**src/rtl/stack_rf_pkg.sv**
```systemverilog
// Shared types and constants for the stack-pointer register file.
package stack_rf_pkg;

    localparam int DEF_DATA_W   = 8;
    localparam int DEF_NUM_REGS = 4;

    // Address width for a power-of-2 register count (at least one bit).
    function automatic int addr_w(input int num_regs);
        return (num_regs > 1) ? $clog2(num_regs) : 1;
    endfunction

    typedef enum logic [1:0] {
        SP_NONE,
        SP_PUSH,
        SP_POP,
        SP_ILLEGAL
    } sp_op_e;

endpackage

```
**src/rtl/stack_reg_file_if.sv**
```systemverilog
// Writeback/decode-side bus of the stack register file.
interface stack_reg_file_if #(
    parameter int DATA_W = stack_rf_pkg::DEF_DATA_W,
    parameter int ADDR_W = stack_rf_pkg::addr_w(stack_rf_pkg::DEF_NUM_REGS)
);
    logic              we;
    logic [ADDR_W-1:0] wr_addr;
    logic [DATA_W-1:0] wr_data;
    logic [ADDR_W-1:0] ra_addr;
    logic [ADDR_W-1:0] rb_addr;
    logic              sp_inc;
    logic              sp_dec;
    logic              err_clr;
    logic [DATA_W-1:0] ra_data;
    logic [DATA_W-1:0] rb_data;
    logic [DATA_W-1:0] sp_val;
    logic              ovf;
    logic              unf;
    logic              conflict;

    modport master (
        output we, wr_addr, wr_data, ra_addr, rb_addr, sp_inc, sp_dec, err_clr,
        input  ra_data, rb_data, sp_val, ovf, unf, conflict
    );

    modport slave (
        input  we, wr_addr, wr_data, ra_addr, rb_addr, sp_inc, sp_dec, err_clr,
        output ra_data, rb_data, sp_val, ovf, unf, conflict
    );
endinterface

```
**src/rtl/stack_ptr_unit.sv**
```systemverilog
// Stack pointer register with bounded push/pop stepping and sticky error flags.
module stack_ptr_unit
    import stack_rf_pkg::*;
#(
    parameter int                DATA_W   = DEF_DATA_W,
    parameter logic [DATA_W-1:0] SP_RESET = {DATA_W{1'b1}},
    parameter logic [DATA_W-1:0] SP_LIMIT = '0
) (
    input  logic              clk,
    input  logic              rst,
    input  logic              sp_inc,
    input  logic              sp_dec,
    input  logic              err_clr,
    input  logic              wr_sp,
    input  logic [DATA_W-1:0] wr_data,
    output logic [DATA_W-1:0] sp_val,
    output logic [DATA_W-1:0] sp_plus1,
    output logic              wr_sp_blocked,
    output logic              ovf,
    output logic              unf,
    output logic              conflict
);

    sp_op_e            sp_op;
    logic [DATA_W-1:0] sp_q;
    logic [DATA_W-1:0] sp_nxt;
    logic              ovf_set;
    logic              unf_set;
    logic              conflict_set;

    always_comb begin
        case ({sp_inc, sp_dec})
            2'b01:   sp_op = SP_PUSH;
            2'b10:   sp_op = SP_POP;
            2'b11:   sp_op = SP_ILLEGAL;
            default: sp_op = SP_NONE;
        endcase
    end

    // Any step request (even one that ends up holding) takes priority over a direct SP write.
    always_comb begin
        sp_nxt        = sp_q;
        ovf_set       = 1'b0;
        unf_set       = 1'b0;
        conflict_set  = 1'b0;
        wr_sp_blocked = wr_sp && (sp_op != SP_NONE);
        case (sp_op)
            SP_PUSH: begin
                if (sp_q == SP_LIMIT) ovf_set = 1'b1;
                else                  sp_nxt  = sp_q - DATA_W'(1);
            end
            SP_POP: begin
                if (sp_q == SP_RESET) unf_set = 1'b1;
                else                  sp_nxt  = sp_q + DATA_W'(1);
            end
            SP_ILLEGAL: conflict_set = 1'b1;
            default: begin
                if (wr_sp) sp_nxt = wr_data;
            end
        endcase
        if (wr_sp_blocked) conflict_set = 1'b1;
    end

    always_ff @(posedge clk) begin
        if (rst) begin
            sp_q     <= SP_RESET;
            ovf      <= 1'b0;
            unf      <= 1'b0;
            conflict <= 1'b0;
        end else begin
            sp_q     <= sp_nxt;
            ovf      <= (ovf & ~err_clr) | ovf_set;
            unf      <= (unf & ~err_clr) | unf_set;
            conflict <= (conflict & ~err_clr) | conflict_set;
        end
    end

    assign sp_val   = sp_q;
    assign sp_plus1 = sp_q + DATA_W'(1);

endmodule

```
**src/rtl/stack_reg_file.sv**
```systemverilog
// Parametrised register file with one stack-pointer register and two async read ports.
// Write-through forwarding on the read ports is enabled by defining STACK_REG_FILE_BYPASS_EN.
module stack_reg_file
    import stack_rf_pkg::*;
#(
    parameter int                DATA_W   = DEF_DATA_W,
    parameter int                NUM_REGS = DEF_NUM_REGS,
    parameter int                SP_IDX   = NUM_REGS - 1,
    parameter logic [DATA_W-1:0] SP_RESET = {DATA_W{1'b1}},
    parameter logic [DATA_W-1:0] SP_LIMIT = '0
) (
    input  logic             clk,
    input  logic             rst,
    stack_reg_file_if.slave  bus
);

    localparam int                ADDR_W  = addr_w(NUM_REGS);
    localparam logic [ADDR_W-1:0] SP_ADDR = ADDR_W'(SP_IDX);

    // The SP slot of this array is never written; reads of SP come from the pointer unit.
    logic [DATA_W-1:0] regs [NUM_REGS];
    logic              wr_sp;
    logic              wr_sp_blocked;
    logic [DATA_W-1:0] sp_val;
    logic [DATA_W-1:0] sp_plus1;
    logic [DATA_W-1:0] ra_mux;
    logic [DATA_W-1:0] rb_mux;

    assign wr_sp = bus.we && (bus.wr_addr == SP_ADDR);

    stack_ptr_unit #(
        .DATA_W   (DATA_W),
        .SP_RESET (SP_RESET),
        .SP_LIMIT (SP_LIMIT)
    ) u_sp (
        .clk           (clk),
        .rst           (rst),
        .sp_inc        (bus.sp_inc),
        .sp_dec        (bus.sp_dec),
        .err_clr       (bus.err_clr),
        .wr_sp         (wr_sp),
        .wr_data       (bus.wr_data),
        .sp_val        (sp_val),
        .sp_plus1      (sp_plus1),
        .wr_sp_blocked (wr_sp_blocked),
        .ovf           (bus.ovf),
        .unf           (bus.unf),
        .conflict      (bus.conflict)
    );

    always_ff @(posedge clk) begin
        if (rst) begin
            for (int i = 0; i < NUM_REGS; i++) regs[i] <= '0;
        end else if (bus.we && !wr_sp) begin
            regs[bus.wr_addr] <= bus.wr_data;
        end
    end

    always_comb begin
        ra_mux = (bus.ra_addr == SP_ADDR) ? sp_val : regs[bus.ra_addr];
        rb_mux = (bus.rb_addr == SP_ADDR) ? sp_val : regs[bus.rb_addr];
`ifdef STACK_REG_FILE_BYPASS_EN
        if (bus.we && !wr_sp_blocked && (bus.ra_addr == bus.wr_addr)) ra_mux = bus.wr_data;
        if (bus.we && !wr_sp_blocked && (bus.rb_addr == bus.wr_addr)) rb_mux = bus.wr_data;
`endif
        // A pop reads the slot above SP in the same cycle, ahead of any forwarding.
        if ((bus.ra_addr == SP_ADDR) && bus.sp_inc) ra_mux = sp_plus1;
    end

`ifndef STACK_REG_FILE_BYPASS_EN
    logic unused_wr_sp_blocked;
    assign unused_wr_sp_blocked = wr_sp_blocked;
`endif

    assign bus.ra_data = ra_mux;
    assign bus.rb_data = rb_mux;
    assign bus.sp_val  = sp_val;

endmodule

```
**src/flat_wrapper.sv**
```systemverilog
// flat-port wrapper written by rule: the top's interface ports become plain ports
module stack_reg_file_flat import stack_rf_pkg::*;
#(
    parameter int                DATA_W   = DEF_DATA_W,
    parameter int                NUM_REGS = DEF_NUM_REGS,
    parameter int                SP_IDX   = NUM_REGS - 1,
    parameter logic [DATA_W-1:0] SP_RESET = {DATA_W{1'b1}},
    parameter logic [DATA_W-1:0] SP_LIMIT = '0
)
  (clk, rst, bus_we, bus_wr_addr, bus_wr_data, bus_ra_addr, bus_rb_addr, bus_sp_inc, bus_sp_dec, bus_err_clr, bus_ra_data, bus_rb_data, bus_sp_val, bus_ovf, bus_unf, bus_conflict);
  stack_reg_file_if #(.DATA_W(DATA_W), .ADDR_W(2)) bus_i ();
  input  logic clk;
  input  logic rst;
  input wire logic [$bits(bus_i.we)-1:0] bus_we;
  input wire logic [$bits(bus_i.wr_addr)-1:0] bus_wr_addr;
  input wire logic [$bits(bus_i.wr_data)-1:0] bus_wr_data;
  input wire logic [$bits(bus_i.ra_addr)-1:0] bus_ra_addr;
  input wire logic [$bits(bus_i.rb_addr)-1:0] bus_rb_addr;
  input wire logic [$bits(bus_i.sp_inc)-1:0] bus_sp_inc;
  input wire logic [$bits(bus_i.sp_dec)-1:0] bus_sp_dec;
  input wire logic [$bits(bus_i.err_clr)-1:0] bus_err_clr;
  output wire logic [$bits(bus_i.ra_data)-1:0] bus_ra_data;
  output wire logic [$bits(bus_i.rb_data)-1:0] bus_rb_data;
  output wire logic [$bits(bus_i.sp_val)-1:0] bus_sp_val;
  output wire logic [$bits(bus_i.ovf)-1:0] bus_ovf;
  output wire logic [$bits(bus_i.unf)-1:0] bus_unf;
  output wire logic [$bits(bus_i.conflict)-1:0] bus_conflict;
  assign bus_i.we = bus_we;
  assign bus_i.wr_addr = bus_wr_addr;
  assign bus_i.wr_data = bus_wr_data;
  assign bus_i.ra_addr = bus_ra_addr;
  assign bus_i.rb_addr = bus_rb_addr;
  assign bus_i.sp_inc = bus_sp_inc;
  assign bus_i.sp_dec = bus_sp_dec;
  assign bus_i.err_clr = bus_err_clr;
  assign bus_ra_data = bus_i.ra_data;
  assign bus_rb_data = bus_i.rb_data;
  assign bus_sp_val = bus_i.sp_val;
  assign bus_ovf = bus_i.ovf;
  assign bus_unf = bus_i.unf;
  assign bus_conflict = bus_i.conflict;
  stack_reg_file #(.DATA_W(DATA_W), .NUM_REGS(NUM_REGS), .SP_IDX(SP_IDX), .SP_RESET(SP_RESET), .SP_LIMIT(SP_LIMIT)) u_core (.clk(clk), .rst(rst), .bus(bus_i));
endmodule
```
**config.mk**
```make
export PLATFORM = sky130hd
export DESIGN_NAME = stack_reg_file_flat
export DESIGN_NICKNAME = d
export VERILOG_FILES = /design/src/rtl/stack_rf_pkg.sv /design/src/rtl/stack_reg_file_if.sv /design/src/rtl/stack_ptr_unit.sv /design/src/rtl/stack_reg_file.sv /design/src/flat_wrapper.sv
export SDC_FILE = /design/constraint.sdc
export NUM_CORES = 1
export LEC_CHECK = 0
export ABC_AREA = 0
export BUFFER_PORTS_ARGS = -buffer_cell sky130_fd_sc_hd__clkbuf_2
export CORE_MARGIN = 2
export CORE_UTILIZATION = 53
export DETAILED_ROUTE_END_ITERATION = 16
export GPL_TIMING_DRIVEN = 0
export PLACE_DENSITY = 0.81
export SLEW_MARGIN = 25
export SYNTH_ARGS = -nofsm -noshare
export SYNTH_HDL_FRONTEND = slang
export SYNTH_SLANG_ARGS = --single-unit
```
**constraint.sdc**
```tcl
create_clock -name clk -period 5 [get_ports clk]
set_clock_uncertainty 0.15 [all_clocks]
set_input_delay 0.5 -clock clk [delete_from_list [all_inputs] [get_ports clk]]
set_output_delay 0.5 -clock clk [all_outputs]
set_load 0.02 [all_outputs]
```
==> results.md, run 1 <==
- Gate power share: 0.298
- Core footprint: 4354 sq um
- Area of the multi-input gates: 1311 sq um
- Filler instances: 375
- Post-CTS Setup Inserts: 0
- Post-CTS sizing: 0
- Initial Utilization: 0.5497
- I/O Buffers: 43
- Register Area: 940.9 sq um
- Cell Area, Synth: 2394 sq um
- Leak: 1.135 nW
- Worst path depth: 6
- Final period util: 0.5603
- Status: finished, final reports clean
- Critical path launch point: u_core.u_sp.sp_val[1]$_SDFFE_PP1P_
- Reg2reg setup slack: 2.67 ns
- Switch Pwr: 287.6 uW
- Worst Hold End: u_core.u_sp.ovf$_SDFF_PP0_
- Worst setup margin: 2.199 ns
- Vias in the first global route: 1978
- Root buf cell: clkbuf_8
- Most area-consuming cells after synthesis: edfxtp_1 30%, mux4_2 13%, dfxtp_1 9.2%, and2_1 6.5%, ha_1 3.7%
- Seq cells post-synth: 35
- CTS tree: built
- Area leader, netlist: edfxtp_1
- Hold-fix buffers at CTS: 0
- Power Density: 313.3 nW/um^2
- CTS Buffer Depth: 2
- Mapped Cells: 225
- IR drop worst, VDD: 0.2666 mV
- Initial antenna violation count: 0
- Worst path slowest cell: dfxtp_1
- Switching fraction of total power: 0.3286
- Worst skew pair latency: 0.30 ns
- IO Count: 47
- HP Start: u_core.u_sp.ovf$_SDFF_PP0_
- Post-synthesis async set-or-reset flop share: 0
- CP max stage delay: 0.53 ns
- Antenna cells: 0
- Max Cap Viol: 0
- Total die area: 5069 sq um
- Critical Path, Cell by Cell: ha_1, nand3_1, nor2_1, xor2_1, a41o_1, clkbuf_2
- Min-Delay Path Class: reg2reg
- Critical Path End Type: output pin
- Routed Antenna Nets: 0
- Average wire per standard cell: 18.66 microns
- FF-to-FF End: u_core.u_sp.sp_val[1]$_SDFFE_PP1P_
- Worst Path Required: 4.35 ns
- Synth cell count leaders: 25 x and2_1, 24 x edfxtp_1, 14 x mux4_2, 13 x nand2_1, 13 x nor2_1
- Mean Syn Cell Area: 10.64 sq um
- Register area share after synthesis: 0.3931
- Top-count cell post-synth: and2_1
- CP top delay family: flip-flops
- Die height: 71.20 microns
- Number of core rows: 24
- Slew Limit Fails: 0
- Drt via density: 6.223
- Post-synth top area share: 0.3011
- CTS sink count: 35
- Worst-Margin Slew: 0.9723 ns
- Layout cells sized above 1: 0.3116
- Vias post-DR: 2041
- RSZ-0062 raised after global routing: no
- CTS Buf Count: 5
- Peak Freq: 357.0 MHz
- GR Overflow Total: 0
- Critical R2R Launch: u_core.u_sp.sp_val[1]$_SDFFE_PP1P_
- Final wirelength: 6.121 mm
- Setup Viol. Count Final: 0
- Post-synth net total: 252
- Die width: 71.20 microns
- Clock Pin Slew Worst Setup and Hold Paths: 0.07 ns
- Flop pwr share: 0.396
- Max Fanout on Critical Path: 10
- Hold Path Cell Cnt: 2
- Crit Path Category: reg2out
- WP buf/inv: 1
- First-pass detailed-route iteration total: 4
- Crit path time final: 2.801 ns
- Net count, final: 302
- Tot Pwr: 875.4 uW
- Worst Path Arrival: 2.15 ns
- Pre-CTS WS: 2.308 ns
- DR iter-0 viols: 163
- Startpoint types: register
- GR Util All Layers: 0.2563
- Ys flop type: edfxtp_1
- Cell variety after synth: 45
- GP Congestion: 0.9187
- Post-route DRC: 0
- Yosys warnings: 0
- Internal power: 587.8 uW
- Reg2reg path depth: 7
- Number of synthesized flops with an enable pin: 24
- Max-slew headroom: 0.3504
- Detailed placement HPWL: 4.416 mm
- Clock network power share: 0.306
- First-pass GRT wire length: 9.735 mm
- Largest net degree at the start of global routing: 14
- Syn-to-layout area delta: 16.73%
- Setup TNS: 0 ns
- Final Hold Vio Count: 0
- H-tree depth: 2
[power groups by stage]
stage          sequential (mW)  clock [mW]  combinational, mW
2_1_floorplan            0.359           0              0.176
3_3_place_gp             0.352           0              0.255
3_5_place_dp             0.353           0              0.258
4_1_cts                  0.347       0.270              0.260
5_1_grt                  0.350       0.281              0.280
6_report                 0.347       0.268              0.261
[tightest hold or removal path: stages (launching register included)]
cell and delay [ns]:
dfxtp_1 0.31, nand2_1 0.05, a21oi_1 0.05
[flip-flops by register name, indices dropped and copies added (netlist names)]
signal                flops
u_core.regs              24
u_core.u_sp.unf           1
u_core.u_sp.ovf           1
u_core.u_sp.sp_val        8
u_core.u_sp.conflict      1
[worst max path at each step]
stage / end / slack, ns
final: bus_ra_data[6] / 2.20
after global routing: bus_ra_data[6] / 2.08
after CTS: bus_ra_data[6] / 2.19
after detailed placement: u_core.u_sp.sp_val[1]$_SDFFE_PP1P_ / 2.31
after global placement: u_core.u_sp.sp_val[1]$_SDFFE_PP1P_ / 2.30
after floorplan: bus_ra_data[5] / 2.75
[cell families (layout without fill, tap and decap cells)]
family                     after synthesis  in the layout  synth area share
AOI/OAI and AO/OA                       44             44            0.1359
xor gates and xnor gates                10             10           0.03659
adders and majority gates                7              7           0.03659
buffers and inverters                   29             80           0.06116
DFF                                     35             35            0.3931
muxes                                   17             17            0.1443
and+or+nand+nor                         83             83            0.1924
[layout by cell type, fill, tap and decap left out, types with 4 or more instances in the layout]
| master | n |
|---|---|
| clkbuf_2 | 43 |
| and2_1 | 25 |
| edfxtp_1 | 24 |
| mux4_2 | 14 |
| nand2_1 | 13 |
| nor2_1 | 13 |
| a21oi_1 | 12 |
| dfxtp_1 | 11 |
| buf_2 | 9 |
| inv_1 | 8 |
| xnor2_1 | 7 |
| ha_1 | 7 |
| clkbuf_1 | 5 |
| nand3_1 | 5 |
| nand4_1 | 5 |
| clkbuf_8 | 5 |
| a41o_1 | 4 |
| nand2b_1 | 4 |
| nor3_1 | 4 |
| a221oi_1 | 4 |
[per-stage QoR]
stage | area, sq um | std cells | hold WS (ns) | util
3_3_place_gp | 2674 | 320 | 0.2955 | 0.6141
2_1_floorplan | 2394 | 225 | 0.3827 | -
5_1_grt | 2794 | 328 | 0.3468 | 0.6417
6_report | 2794 | 328 | 0.3095 | 0.6417
4_1_cts | 2789 | 328 | 0.3156 | 0.6405
3_5_place_dp | 2674 | 320 | 0.3049 | 0.6141
[routing by layer]
metal | up-vias | track usage | routed length [microns]
li1 | 943 | - | -
met1 | 980 | 0.3383 | 2429
met2 | 101 | 0.4156 | 3041
met3 | 17 | 0.04843 | 497
met4 | 0 | 0.1069 | 153
met5 | - | 0 | 0
[layout make-up]
class                           count  area share
Buffer                             20     0.04030
Clock buffer                        5     0.02463
Clock inverter                      3     0.01657
Inverter                            9     0.01209
Multi-Input combinational cell    161      0.4693
Sequential cell                    35      0.3368
Tap cell                           52     0.02329
Timing Repair Buffer               43     0.07703
Power figures use the tool's default switching activity.
==> run 2, diff against run 1 <==
--- a/config.mk
+++ b/config.mk
@@ -5,13 +5,13 @@
 export SDC_FILE = /design/constraint.sdc
 export NUM_CORES = 1
 export LEC_CHECK = 0
-export ABC_AREA = 0
+export ABC_AREA = 1
 export BUFFER_PORTS_ARGS = -buffer_cell sky130_fd_sc_hd__clkbuf_2
 export CORE_MARGIN = 2
 export CORE_UTILIZATION = 53
 export DETAILED_ROUTE_END_ITERATION = 16
 export GPL_TIMING_DRIVEN = 0
-export PLACE_DENSITY = 0.81
+export PLACE_DENSITY = 0.8
 export SLEW_MARGIN = 25
 export SYNTH_ARGS = -nofsm -noshare
 export SYNTH_HDL_FRONTEND = slang
==> constraint.sdc (replaced) <==
create_clock -name clk -period 2.78 [get_ports clk]
set_clock_uncertainty 0.15 [all_clocks]
set_input_delay 0.278 -clock clk [delete_from_list [all_inputs] [get_ports clk]]
set_output_delay 0.278 -clock clk [all_outputs]
set_load 0.02 [all_outputs]
==> run 2 against run 1 <==
  * Synthesized area increased by 19%
  * Worst setup slack got worse by 1.8 ns
  * First-iteration DRC count increased by 140%
  * Sequential share of layout area increased by 2.7 points
  * Largest cell class unchanged
  * Clock-buffer cell count unchanged
  * Combinational power increased by 87%
  * Sequential power increased by 130%
  * Design area increased by 16%
  * Register-to-register slack got worse by 1.8 ns
  * Non-clock buffer count decreased by 1
  * Clock power increased by 46%
  * Core utilization decreased by 1.3 points
==> results.md, run 2 <==
- DR iter-0 viols: 397
- Top-count cell post-synth: nor2_1
- Worst-Margin Slew: 0.4324 ns
- Max reg flops: 32
- GR Util All Layers: 0.2881
- Number of core rows: 26
- Number of synthesized flops with an enable pin: 32
- Critical Path End Type: output pin
- Crit path time final: 2.406 ns
- Crit Path Category: reg2out
- CTS Buf Count: 5
- Vias post-DR: 2858
- Commonest non-fill, non-tap cells in the layout: 76 x nor2_1, 70 x nand2_1, 43 x clkbuf_2
- Largest net degree at the start of global routing: 15
- Min-Delay Path Class: in2reg
- Final period util: 0.8656
- Final Core Density: 0.6284
- Mapped Cells: 382
- Yosys warnings: 0
- Clock Pin Slew Worst Setup and Hold Paths: 0.08 ns
- Cell variety after synth: 31
- Average wire per standard cell: 16.48 microns
- Post-CTS sizing: 0
- Core footprint: 5172 sq um
- Setup TNS: 0 ns
- Post-route DRC: 0
- Most flops, register: u_core.regs
- Layout cells sized above 1: 0.2032
- Filler instances: 497
- Vias in the first global route: 2590
- Root buf cell: clkbuf_8
- Worst Path Arrival: 1.98 ns
- Seq cells post-synth: 43
- Initial Utilization: 0.5527
- Final wirelength: 8.290 mm
- CP top delay family: simple AND/OR/NAND/NOR gates
- IO Count: 47
- Peak Freq: 415.5 MHz
- Net count, final: 459
- Synth cell count leaders: 76 x nor2_1, 70 x nand2_1, 36 x nand3_1, 32 x edfxtp_1, 30 x o21ai_0
- CP max stage delay: 0.58 ns
- Worst Path Required: 2.35 ns
- Top cell by count, worst path: nand2_1
- CTS tree: built
- First-pass GRT wire length: 13.28 mm
- First-pass detailed-route iteration total: 5
- Post-CTS Setup Inserts: 0
- RSZ-0062 raised after global routing: no
- Pre-CTS WS: 0.4897 ns
- Hold-fix buffers at CTS: 0
- IR drop worst, VDD: 0.5336 mV
- Most area-consuming cells after synthesis: edfxtp_1 34%, nor2_1 10%, nand2_1 9.2%, dfxtp_1 7.7%, nand3_1 6.3%
- Worst skew pair latency: 0.30 ns
- GR Overflow Total: 0
- Leak: 1.452 nW
- Initial antenna violation count: 0
- Routed Antenna Nets: 0
- Detailed placement HPWL: 6.357 mm
- Mean Syn Cell Area: 7.484 sq um
- GP Congestion: 0.9595
- Ys flop type: edfxtp_1
- Max-slew headroom: 0.7117
- Die height: 77.45 microns
- Area leader, netlist: edfxtp_1
- Total die area: 5998 sq um
- Critical Path, Cell by Cell: ha_1, nand2_1, nor2_1, nand2_1, nand2_1, nand3_1, nand2_1, clkbuf_2
- CTS Buffer Depth: 2
- Setup Viol. Count Final: 0
- Post-synth top area share: 0.3361
- I/O Buffers: 43
- WHS: 0.1000 ns
- Final Hold Vio Count: 0
- Drt via density: 5.682
- Die width: 77.45 microns
- Max Cap Viol: 0
- Syn-to-layout area delta: 13.70%
- Antenna cells: 0
- Post-synth net total: 409
- Startpoint types: register
- Max Fanout on Critical Path: 9
- Slew Limit Fails: 0
- Post-synthesis async set-or-reset flop share: 0
- Cell Area, Synth: 2859 sq um
- Register area share after synthesis: 0.4131
- CTS sink count: 43
- Leading cell type in the layout, fill and taps excluded: nor2_1
- H-tree depth: 2
- Status: finished, final reports clean
- Worst path slowest cell: dfxtp_1
- WP buf/inv: 1
- Power Density: 513.0 nW/um^2
- Worst setup margin: 0.3735 ns
[run 2: worst min-delay path, cell delays in order]
cell and delay, ns:
clkbuf_2 0.07, inv_1 0.05, nand2_1 0.05, a21oi_1 0.05
[run 2: cell families after synthesis]
group / Yosys count / synth area share
adder cells (fa/ha/maj): 7 / 0.03063
flip-flops: 43 / 0.4131
buffers and inverters: 54 / 0.08884
AO/OA/AOI/OAI: 74 / 0.1510
AND/OR/NAND/NOR: 204 / 0.3164
[run 2: final cells by class]
| class | instances | area, sq um | area share |
|---|---|---|---|
| multi-input cells | 285 | 1424 | 0.4380 |
| flip-flops and latches | 43 | 1181 | 0.3634 |
| repair buffers | 43 | 215.2 | 0.06620 |
| inverters | 35 | 131.4 | 0.04042 |
| plain buffers | 19 | 122.6 | 0.03772 |
| well taps | 70 | 87.58 | 0.02694 |
| clock buffers | 5 | 68.82 | 0.02117 |
| clock inverters | 3 | 20.02 | 0.006159 |
[run 2: stage by stage]
stage	instances	cell area [sq um]	total power [mW]
floorplan	382	2859	1.115
global placement	495	3162	1.266
detailed placement	495	3162	1.277
CTS	503	3251	1.658
global route	503	3251	1.744
finish	503	3251	1.667
[run 2: worst paths after layout]
path                                 startpoint                                  to  slack, ns  depth (start not counted)
min reg2reg     u_core.u_sp.conflict$_SDFF_PP0_     u_core.u_sp.conflict$_SDFF_PP0_       0.32                          2
max reg2reg  u_core.u_sp.sp_val[0]$_SDFFE_PP1P_  u_core.u_sp.sp_val[6]$_SDFFE_PP1P_       0.85                          8
max          u_core.u_sp.sp_val[0]$_SDFFE_PP1P_                      bus_ra_data[6]       0.37                          8
min                                 bus_err_clr          u_core.u_sp.ovf$_SDFF_PP0_       0.10                          4
[run 2: power breakdown]
group	internal (mW)	switching, mW
clock network	0.175	0.217
registers	0.739	0.0480
logic	0.158	0.330
[run 2: layer usage]
metal,global-route usage,routed length (microns),vias up
met5,0,0,-
met4,0.1161,238,0
met3,0.05000,806,27
met2,0.4235,3635,161
met1,0.4214,3609,1285
li1,-,-,1385
